## src/rtl/pic_uart_loader.sv

```systemverilog
// UART program loader for the PIC core.
// Receives 8N1 bytes and writes 12-bit instruction words into imem.
module pic_uart_loader #(
  parameter int PIC_INSTR_WIDTH        = 12,
  parameter int L2_PIC_INSTR_MEM_DEPTH = 9,
  parameter int CLKS_PER_BIT           = 16
) (
  input  logic                              clk,
  input  logic                              rst,
  input  logic                              uart_rx,
  output logic                              we,
  output logic [L2_PIC_INSTR_MEM_DEPTH-1:0] waddr,
  output logic [PIC_INSTR_WIDTH-1:0]        wdata,
  output logic                              program_mode,
  output logic                              load_err,
  output logic [L2_PIC_INSTR_MEM_DEPTH:0]   word_count
);

  localparam int AW   = L2_PIC_INSTR_MEM_DEPTH;
  localparam int CW   = $clog2(CLKS_PER_BIT);
  localparam int HALF = CLKS_PER_BIT / 2;

  localparam logic [CW-1:0] HALF_M1 = CW'(HALF - 1);
  localparam logic [CW-1:0] FULL_M1 = CW'(CLKS_PER_BIT - 1);
  localparam logic [AW:0]   WC_MAX  = (AW+1)'(1) << AW;

  typedef enum logic [2:0] {
    R_IDLE,
    R_START,
    R_DATA,
    R_STOP,
    R_WAIT
  } rx_st_e;

  typedef enum logic [1:0] {
    P_IDLE,
    P_HI,
    P_LO,
    P_WRITE
  } p_st_e;

  rx_st_e        rx_st_q;
  logic          rx_s1_q;
  logic          rx_s2_q;
  logic [CW-1:0] cnt_q;
  logic [CW-1:0] cnt_d;
  logic [2:0]    bit_q;
  logic [7:0]    shift_q;
  logic [7:0]    rx_byte_q;
  logic          byte_valid_q;
  logic          frame_err_q;

  p_st_e          p_st_q;
  logic [3:0]     hi_q;
  logic [AW-1:0]  addr_q;
  logic           we_q;
  logic [AW-1:0]  waddr_q;
  logic [PIC_INSTR_WIDTH-1:0] wdata_q;
  logic           pm_q;
  logic           err_q;
  logic [AW:0]    wc_q;

  // Bit-timing counter increment.
  always_comb begin
    cnt_d = cnt_q + CW'(1);
  end

  // Synchronise the line and deframe 8N1 bytes.
  always_ff @(posedge clk or negedge rst) begin
    if (!rst) begin
      rx_s1_q      <= 1'b1;
      rx_s2_q      <= 1'b1;
      rx_st_q      <= R_IDLE;
      cnt_q        <= '0;
      bit_q        <= '0;
      shift_q      <= '0;
      rx_byte_q    <= '0;
      byte_valid_q <= 1'b0;
      frame_err_q  <= 1'b0;
    end else begin
      rx_s1_q      <= uart_rx;
      rx_s2_q      <= rx_s1_q;
      byte_valid_q <= 1'b0;
      frame_err_q  <= 1'b0;
      unique case (rx_st_q)
        R_IDLE: begin
          if (!rx_s2_q) begin
            cnt_q   <= '0;
            rx_st_q <= R_START;
          end
        end
        R_START: begin
          if (cnt_q == HALF_M1) begin
            cnt_q <= '0;
            if (rx_s2_q) begin
              rx_st_q <= R_IDLE;
            end else begin
              bit_q   <= '0;
              rx_st_q <= R_DATA;
            end
          end else begin
            cnt_q <= cnt_d;
          end
        end
        R_DATA: begin
          if (cnt_q == FULL_M1) begin
            cnt_q   <= '0;
            shift_q <= {rx_s2_q, shift_q[7:1]};
            if (bit_q == 3'd7) begin
              rx_st_q <= R_STOP;
            end else begin
              bit_q <= bit_q + 3'd1;
            end
          end else begin
            cnt_q <= cnt_d;
          end
        end
        R_STOP: begin
          if (cnt_q == FULL_M1) begin
            cnt_q   <= '0;
            rx_st_q <= R_WAIT;
            if (rx_s2_q) begin
              byte_valid_q <= 1'b1;
              rx_byte_q    <= shift_q;
            end else begin
              frame_err_q <= 1'b1;
            end
          end else begin
            cnt_q <= cnt_d;
          end
        end
        R_WAIT: begin
          if (rx_s2_q) begin
            rx_st_q <= R_IDLE;
          end
        end
        default: rx_st_q <= R_IDLE;
      endcase
    end
  end

  // Image protocol: sync, hi/lo byte pairs, end marker.
  always_ff @(posedge clk or negedge rst) begin
    if (!rst) begin
      p_st_q  <= P_IDLE;
      hi_q    <= '0;
      addr_q  <= '0;
      we_q    <= 1'b0;
      waddr_q <= '0;
      wdata_q <= '0;
      pm_q    <= 1'b0;
      err_q   <= 1'b0;
      wc_q    <= '0;
    end else begin
      we_q <= 1'b0;
      if (frame_err_q) begin
        err_q <= 1'b1;
        if (p_st_q != P_IDLE) begin
          p_st_q <= P_IDLE;
          pm_q   <= 1'b0;
        end
      end else begin
        unique case (p_st_q)
          P_IDLE: begin
            if (byte_valid_q && rx_byte_q == 8'hA5) begin
              p_st_q <= P_HI;
              pm_q   <= 1'b1;
              err_q  <= 1'b0;
              wc_q   <= '0;
              addr_q <= '0;
            end
          end
          P_HI: begin
            if (byte_valid_q) begin
              if (rx_byte_q == 8'hFF) begin
                p_st_q <= P_IDLE;
                pm_q   <= 1'b0;
              end else if (rx_byte_q[7:4] == 4'h0) begin
                hi_q   <= rx_byte_q[3:0];
                p_st_q <= P_LO;
              end else begin
                err_q  <= 1'b1;
                p_st_q <= P_IDLE;
                pm_q   <= 1'b0;
              end
            end
          end
          P_LO: begin
            if (byte_valid_q) begin
              wdata_q <= PIC_INSTR_WIDTH'({hi_q, rx_byte_q});
              waddr_q <= addr_q;
              p_st_q  <= P_WRITE;
            end
          end
          P_WRITE: begin
            we_q   <= 1'b1;
            addr_q <= addr_q + AW'(1);
            if (wc_q != WC_MAX) begin
              wc_q <= wc_q + (AW+1)'(1);
            end
            p_st_q <= P_HI;
          end
          default: p_st_q <= P_IDLE;
        endcase
      end
    end
  end

  assign we           = we_q;
  assign waddr        = waddr_q;
  assign wdata        = wdata_q;
  assign program_mode = pm_q;
  assign load_err     = err_q;
  assign word_count   = wc_q;

endmodule

```

## config.mk

```make
export PLATFORM = sky130hd
export DESIGN_NAME = pic_uart_loader
export DESIGN_NICKNAME = d
export VERILOG_FILES = /design/src/rtl/pic_uart_loader.sv
export SDC_FILE = /design/constraint.sdc
export NUM_CORES = 1
export LEC_CHECK = 0
export BUFFER_PORTS_ARGS = -buffer_cell sky130_fd_sc_hd__buf_2
export CORE_MARGIN = 2
export CORE_UTILIZATION = 59
export CTS_CLUSTER_DIAMETER = 150
export DETAILED_ROUTE_END_ITERATION = 10
export PLACE_DENSITY_LB_ADDON = 0.05
export SYNTH_ARGS = -nofsm -noshare
export SYNTH_HDL_FRONTEND = slang
export SYNTH_SLANG_ARGS = --single-unit
```

## constraint.sdc

```tcl
create_clock -name clk -period 2.05 [get_ports clk]
set_clock_uncertainty 0.05 [all_clocks]
set_input_delay 0.3075 -clock clk [delete_from_list [all_inputs] [get_ports clk]]
set_output_delay 0.3075 -clock clk [all_outputs]
set_load 0.05 [all_outputs]
```

---- Yosys cells after proc, flatten, opt, wreduce, memory -nomap -nowiden ----
Cells that the tools add are included.
cells by class
  add/subtract/negate cells ............... 4
  eq/ne operators ......................... 30
  mux-type cells .......................... 51
  bitwise logic cells ..................... 2
  reduce and logical (&&, ||, !) cells .... 22
operator list
  operator                 number
  $mux W3                  10
  $mux W10                 2
  $ne A2 B2 Y1 const B     10
  $pmux W10 S2             1
  $reduce_and A5 Y1        4
  $mux W1                  19
  $pmux W9 S2              1
  $eq A8 B8 Y1 const B     2
  $mux W2                  8
  $ne A3 B3 Y1 const B     5
  $pmux W3 S5              1
  $mux W4                  3
  $pmux W4 S3              1
  $add A10 B1 Y10 const B  1
  $ne A10 B10 Y1 const B   1
  $add A9 B1 Y9 const B    1
  $mux W9                  1
  $reduce_and A3 Y1        3
  $pmux W2 S4              1
  $reduce_and A4 Y1        2
  $eq A3 B2 Y1 const B     2
  $eq A3 B3 Y1 const B     2
  $pmux W3 S2              1
  $reduce_and A6 Y1        1
  other kinds (19)         26
storage, ports and cells
  bits in registers ....................... 79
  input bits .............................. 3
  output and inout bits ................... 34
  logic and storage cells ................. 127

---- Depth between registers and ports, before layout ----
Gate-level depths: netlist of the first run.
  depth after elaboration ................. 6
  mapped depth ............................ 7
  gate-level depth less buffers ........... 6

---- Least setup slack after synthesis of the first run ----
Ideal clock, no wire load.
  path type ............................... flip-flop to flip-flop
  start point ............................. reg wc_q[5] (netlist: word_count[5])
  end point ............................... reg wc_q[4] (netlist: word_count[4])
  library setup time ...................... 122 ps
  arrival ................................. 1813 ps
  required time ........................... 1878 ps
  slack ................................... 66 ps
  stages on the path, launching flop included .. 5
  path buffers ............................ 0
  clock period less this slack ............ 1984 ps
  path through ............................ dfrtp_1 > or4_4 > o41ai_4 > nor2_4 > a32o_1
between the ends
  word-level cells in the longest chain between the ends .. 3
RTL lines
  what                         RTL line  source
  start: declaration           61        logic [AW:0] wc_q;
  start signal: assignment     199       wc_q <= wc_q + (AW+1)'(1);
  $ne A10 B10 Y1               198       if (wc_q != WC_MAX) begin
  $ne A2 B2 Y1 (no line)       --
  $reduce_and A4 Y1 (no line)  --
Every way passes these cells.
A chain may end at the register's enable or synchronous reset.

---- Final worst setup path of the first run ----
  start point ............................. reg p_st_q[0]
  end point ............................... reg addr_q[7]
between the ends
  word-level cells in the longest chain between the ends .. 3
  elaborated cells on any way between the ends .. 6
  those cells by class .................... eq/ne: 2; mux: 1; reduce/logical: 3
RTL lines
  what                                                                 RTL line  source
  start: declaration                                                   53        p_st_e p_st_q;
  start signal: assignment                                             145       p_st_q <= P_IDLE;
  start signal: assignment                                             159       p_st_q <= P_IDLE;
  start signal: assignment                                             166       p_st_q <= P_HI;
  $eq A2 B2 Y1 / $logic_not A2 Y1 (equally long branches)              163       unique case (p_st_q)
  $reduce_bool A2 Y1 (no line) / $ne A2 B2 Y1 (equally long branches)  --
  $reduce_and A3 Y1 (no line)                                          --
  end signal: assignment                                               197       addr_q <= addr_q + AW'(1);
  end: declaration                                                     55        logic [AW-1:0] addr_q;
Parallel ways exist; a longest one is shown, timed or not.

==> impl_metrics.tcl, run 1 <==
set metrics [dict create \
    grt_max_degree 46 \
    ys_ff_latch 79 \
    cts_tree "done" \
    area.growth.synth_to_final_pct 13.8 \
    yosys.area.top_type "dfrtp_1" \
    synth_cells 341 \
    drt-initial-drc-count 116 \
    met1_usage 0.308 \
    avgSynthCellArea_um2 11.3 \
    worst_slew_pin_slew_ns 0.556 \
    synth_area_leaders "dfrtp_1 (50%), mux2_2 (12%), ha_1 (3.2%)" \
    drc 0 \
    switchingPower_mw 0.922 \
    grt_pass1_vias 2621 \
    dpl_cell_area_um2 4160 \
    p_clk_frac 0.345 \
    maxSlewHeadroom 0.629 \
    multi_input_area_um2 1740 \
    clk_path_buf_depth 2 \
    cts_sinks 79 \
    synth_most_common_cell "dfrtp_1" \
    die_w_um 84.9 \
    peakVddDrop_mv 0.535 \
    fillCellCount 480 \
    synth_top_area_frac 0.499 \
    dp_hpwl_um 5100 \
    setup_viol 0 \
    setup_tns_ns 0 \
    comb_power_share 0.109 \
    p_sw_frac 0.289 \
    place.port_buffers 36 \
    clkTransAtPathRegs_ns 0.09 \
    netlist_area_um2 3860 \
    root_buffer "clkbuf_8" \
    met3_usage 0.0486 \
    ys_top_cells_by_count "dfrtp_1 (77), mux2_2 (40), nand2_1 (29), nand3_1 (21), inv_1 (17)" \
    fin_nets 402 \
    ys_types 55 \
    die_y_um 84.9 \
    final_cell_area_um2 4390 \
    antenna_cells 0 \
    ys.flop_type "dfrtp_1" \
    worstPathArrival_ns 2.17 \
    yosysWarnings 0 \
    postRouteAntennaNets 0 \
    maxCapViolations 0 \
    initial_core_util 0.608 \
    num_rows 29 \
    rsz0062_at_grt "false" \
    die_area_um2 7210 \
    htree_levels 3 \
    cp.required_ns 2.28 \
    clkLatencyLatePin_ns 0.36 \
    hold_path_class "register to register" \
    fin_crit_ns 1.94 \
    cts_setup_buffers 0 \
    drv_slew 0 \
    drive_above_1_share 0.307 \
    grt_overflow 0 \
    seqPwrFrac 0.546 \
    hold_viol 0 \
    drt-pass1-iter-count 4 \
    seq_area_frac_synth 0.513 \
    grt.busiest_layer "met2" \
    routedWlPerCell_um 15.5 \
    vias 2728 \
    gp_congestion 0.797 \
    path_class "register to register" \
    syn_nets 354 \
    regArea_um2 1980 \
    path_max_fanout 7 \
    fin_crit_sh 0.946 \
    grt_pass1_wl_um 12600 \
    cts_made_buffers 9 \
    antenna_found_initial 0 \
    grt_util_met2 0.328 \
    p_leak_nw 2.17 \
    power.density_nw_per_um2 726 \
    fmax_mhz 516 \
    p_int_mw 2.27 \
    timing.critical_path.from_type "register" \
    num_io_pins 37 \
    grt_usage 0.220 \
    avgViaCountPerCell 5.79 \
    cp-end-kind "register" \
    coreArea_um2 6350 \
    async_flop_share 1.00 \
    totalWireLength_um 7280 \
    status "finished, final reports clean" \
    synth_edf_count 0 \
]
## critical path, cell delays in order, from the launching register on
cell     delay, ns
dfrtp_1       0.43
inv_2         0.08
ha_4          0.19
nor3b_1       0.35
a31oi_4       0.09
or4_1         0.53
a21oi_1       0.16
## path summary, 6_finish.rpt
check,from,to,slack (ns),cells after the start
setup / recovery,p_st_q[0]$_DFFE_PN0P_,addr_q[7]$_DFFE_PN0P_,0.11,6
hold / removal,rx_s1_q$_DFF_PN1_,rx_s2_q$_DFF_PN1_,0.31,0
setup reg to reg,p_st_q[0]$_DFFE_PN0P_,addr_q[7]$_DFFE_PN0P_,0.11,6
hold reg to reg,rx_s1_q$_DFF_PN1_,rx_s2_q$_DFF_PN1_,0.31,0
max in group asynchronous,rst,rx_s1_q$_DFF_PN1_,0.92,3
min in group asynchronous,rst,waddr[7]$_DFFE_PN0P_,0.42,2
## registers in the layout, indices dropped and copies added (netlist names), 2 cells and up
register,count
word_count,10
wdata,12
waddr,9
cnt_q,4
rx_st_q,3
hi_q,4
p_st_q,2
shift_q,8
rx_byte_q,8
bit_q,3
addr_q,9
## cell type report
cell class,instances,area share
flip-flops and latches,79,0.451
multi-input cells,231,0.396
clock buffers,9,0.0282
well taps,77,0.0219
inverters,17,0.0145
clock inverters,7,0.0145
repair buffers,51,0.0741
## through the flow
| stage | power [mW] | cells | worst slack, ns | hold WS [ns] | utilization |
|---|---|---|---|---|---|
| floorplan | 2.02 | 341 | 0.0656 | -0.0381 | - |
| global placement | 2.11 | 453 | 0.109 | 0.286 | 0.656 |
| detailed placement | 2.12 | 453 | 0.0102 | 0.284 | 0.656 |
| CTS | 3.23 | 471 | 0.00672 | 0.310 | 0.688 |
| global route | 3.35 | 471 | 0.00284 | 0.312 | 0.692 |
| finish | 3.19 | 471 | 0.110 | 0.308 | 0.692 |
## cells by family (layout without fill, tap and decap cells)
group	Yosys count	after routing	share of synthesized area
AND/OR/NAND/NOR	114	114	0.163
flip-flops	79	79	0.513
AO/OA/AOI/OAI	58	58	0.110
multiplexers	48	48	0.137
buffers and inverters	31	84	0.0418
adder cells (fa/ha/maj)	10	10	0.0324
XOR/XNOR	1	1	0.00227
## repair_timing
| action | CTS | global route |
|---|---|---|
| setup endpoints to repair | 0 | 5 |
| resized for setup | 0 | 5 |
| endpoints found under the hold margin | 44 | 0 |
| hold buffers | 2 | 0 |
## cell usage in the layout, fill, tap and decap left out, types with 3 or more instances in the layout
master,netlist,routed
nor2_1,14,14
clkbuf_8,1,9
buf_2,3,35
or3_1,3,3
inv_1,17,15
nand2_1,29,29
nand3_1,21,21
and3_1,3,3
a32o_1,6,6
a21oi_1,12,12
a31oi_1,4,4
o21ai_0,13,13
inv_6,0,3
nor3_1,7,7
ha_1,10,9
o31ai_1,3,3
dfrtp_1,77,77
o211ai_1,3,3
nand4_1,5,5
nand3b_1,4,4
clkinv_4,0,3
or4_1,3,3
mux2_2,40,40
mux2i_1,8,8
nand2b_1,4,4
nor2b_1,4,4
buf_4,1,12
## routing by layer
layer / part of all wire / vias up
met5: 0 / -
met1: 0.47 / 1322
met3: 0.036 / 19
met2: 0.47 / 46
li1: - / 1341
met4: 0.024 / 0
## power by group through the flow
stage,combinational [mW],clock [mW],sequential [mW]
3_3_place_gp,0.341,0,1.77
6_report,0.347,1.10,1.74
4_1_cts,0.352,1.14,1.74
3_5_place_dp,0.352,0,1.77
2_1_floorplan,0.321,0,1.70
5_1_grt,0.400,1.18,1.76
No activity file was read; power rests on OpenSTA's default activity.
==> inputs of run 2 (changes only) <==
--- a/config.mk
+++ b/config.mk
@@ -11,6 +11,7 @@
 export CTS_CLUSTER_DIAMETER = 150
 export DETAILED_ROUTE_END_ITERATION = 10
 export PLACE_DENSITY_LB_ADDON = 0.05
+export RECOVER_POWER = 100
 export SYNTH_ARGS = -nofsm -noshare
 export SYNTH_HDL_FRONTEND = slang
 export SYNTH_SLANG_ARGS = --single-unit
==> run 2 against run 1 <==
Largest cell class unchanged. Design area is 2.0% lower. Die area did not move. Worst hold slack barely moved. Worst setup slack lost 0.0011 ns. Wire length increased by 0.80%. Clock power about the same. Highest routed layer unchanged. Largest power group unchanged. Critical path depth stayed put. Sequential share of layout area grew 0.93 points. Critical endpoint unchanged. Global-route usage is the same.
==> impl_metrics.tcl, run 2 (synthesized netlist as in run 1, its figures left out) <==
set metrics [dict create \
    final_common_cell "dfrtp_1" \
    grt_pass1_vias 2621 \
    avgViaCountPerCell 5.84 \
    cp_num_cells 6 \
    grt_usage 0.220 \
    path_delay_family "simple AND/OR/NAND/NOR gates" \
    timing.critical_path.from_type "register" \
    hold_viol 0 \
    setup_viol 0 \
    rsz0062_at_grt "false" \
    grt_overflow 0 \
    die_w_um 84.9 \
    dp_hpwl_um 5100 \
    final_core_util 0.678 \
    path_max_fanout 7 \
    fillCellCount 514 \
    cts_tree "done" \
    multi_input_area_um2 1720 \
    htree_levels 3 \
    max_stage_delay_ns 0.53 \
    drc 0 \
    antenna_found_initial 0 \
    drv_slew 0 \
    drt-pass1-iter-count 4 \
    cts_made_buffers 9 \
    path_class "register to register" \
    clk_path_buf_depth 2 \
    whs_ns 0.308 \
    die_y_um 84.9 \
    antenna_cells 0 \
    num_rows 29 \
    p_leak_nw 2.00 \
    holdPathStages 0 \
    cp-end-kind "register" \
    area.growth.synth_to_final_pct 11.5 \
    worst_slew_pin_slew_ns 1.08 \
    cp_num_buf_inv 1 \
    maxSlewHeadroom 0.278 \
    drive_above_1_share 0.201 \
    vias 2750 \
    setup_tns_ns 0 \
    root_buffer "clkbuf_8" \
    ff2ff_path_depth 6 \
    peakVddDrop_mv 0.529 \
    fin_crit_ns 1.94 \
    grt_max_degree 46 \
    grt_pass1_wl_um 12600 \
    maxCapViolations 0 \
    hold_path_class "register to register" \
    cp.required_ns 2.28 \
    crit_path_cell_trace "inv_2 > ha_4 > nor3b_1 > a31oi_4 > or4_1 > a21oi_1" \
    power.density_nw_per_um2 739 \
    num_io_pins 37 \
    totalWireLength_um 7340 \
    place.port_buffers 36 \
    drt-initial-drc-count 105 \
    status "finished, final reports clean" \
    regArea_um2 1980 \
    final_cell_mix "dfrtp_1 (77), mux2_2 (39), clkbuf_1 (39)" \
    fmax_mhz 515 \
    cts_sinks 79 \
    gp_congestion 0.797 \
    fin_crit_sh 0.947 \
    coreArea_um2 6350 \
    clkTransAtPathRegs_ns 0.08 \
    fin_nets 402 \
    clkLatencyLatePin_ns 0.36 \
    initial_core_util 0.608 \
    cts_setup_buffers 0 \
    cp_slowest_cell "or4_1" \
    routedWlPerCell_um 15.6 \
    worstPathArrival_ns 2.17 \
    die_area_um2 7210 \
    largest_register_ffs 12 \
    postRouteAntennaNets 0 \
]
-- run 2: layout make-up --
cell class | instances | area share
Timing Repair Buffer | 51 | 0.0608
Clock buffer | 9 | 0.0288
Sequential cell | 79 | 0.460
Inverter | 17 | 0.0148
Clock inverter | 7 | 0.0148
Multi-Input combinational cell | 231 | 0.399
Tap cell | 77 | 0.0224
-- run 2: path summary, 6_finish.rpt --
path                                        from                     to  slack (ns)
min reg2reg                    rx_s1_q$_DFF_PN1_      rx_s2_q$_DFF_PN1_        0.31
max in group asynchronous                    rst      rx_s2_q$_DFF_PN1_        0.46
min                            rx_s1_q$_DFF_PN1_      rx_s2_q$_DFF_PN1_        0.31
max                        p_st_q[0]$_DFFE_PN0P_  addr_q[7]$_DFFE_PN0P_        0.11
min in group asynchronous                    rst   waddr[7]$_DFFE_PN0P_        0.62
max reg2reg                p_st_q[0]$_DFFE_PN0P_  addr_q[7]$_DFFE_PN0P_        0.11
-- run 2: per-stage QoR --
| stage | cell area, um^2 | cells | setup WS [ns] | total power [mW] |
|---|---|---|---|---|
| floorplan | 3860 | 341 | 0.0656 | 2.02 |
| global placement | 4160 | 453 | 0.109 | 2.11 |
| detailed placement | 4160 | 453 | 0.0102 | 2.12 |
| CTS | 4370 | 471 | 0.00672 | 3.23 |
| global route | 4300 | 471 | 0.0121 | 3.34 |
| finish | 4300 | 471 | 0.109 | 3.18 |
-- run 2: what timing repair did --
action / in CTS / in global routing
hold buffers: 2 / 0
endpoints found under the hold margin: 44 / 0
endpoints found under the setup margin: 0 / 5
resized for setup: 0 / 5
-- run 2: layer usage --
layer  wire, um  part of all wire  global-route usage  vias to the layer above
met5          0                 0                   0                        -
met4        161             0.022               0.107                        0
met3        294             0.040              0.0486                       16
met2       3390              0.46               0.328                       56
met1       3490              0.48               0.308                     1331
li1           -                 -                   -                     1347
-- run 2: worst register-to-register path: stages (launching register included) --
cell     delay [ns]
dfrtp_1        0.43
inv_2          0.08
ha_4           0.19
nor3b_1        0.35
a31oi_4        0.09
or4_1          0.53
a21oi_1        0.16
-- run 2: where the power goes --
| part | internal, mW | switching, mW | total [mW] |
|---|---|---|---|
| Combinational | 0.163 | 0.176 | 0.339 |
| Clock | 0.467 | 0.631 | 1.10 |
| Sequential | 1.63 | 0.111 | 1.74 |
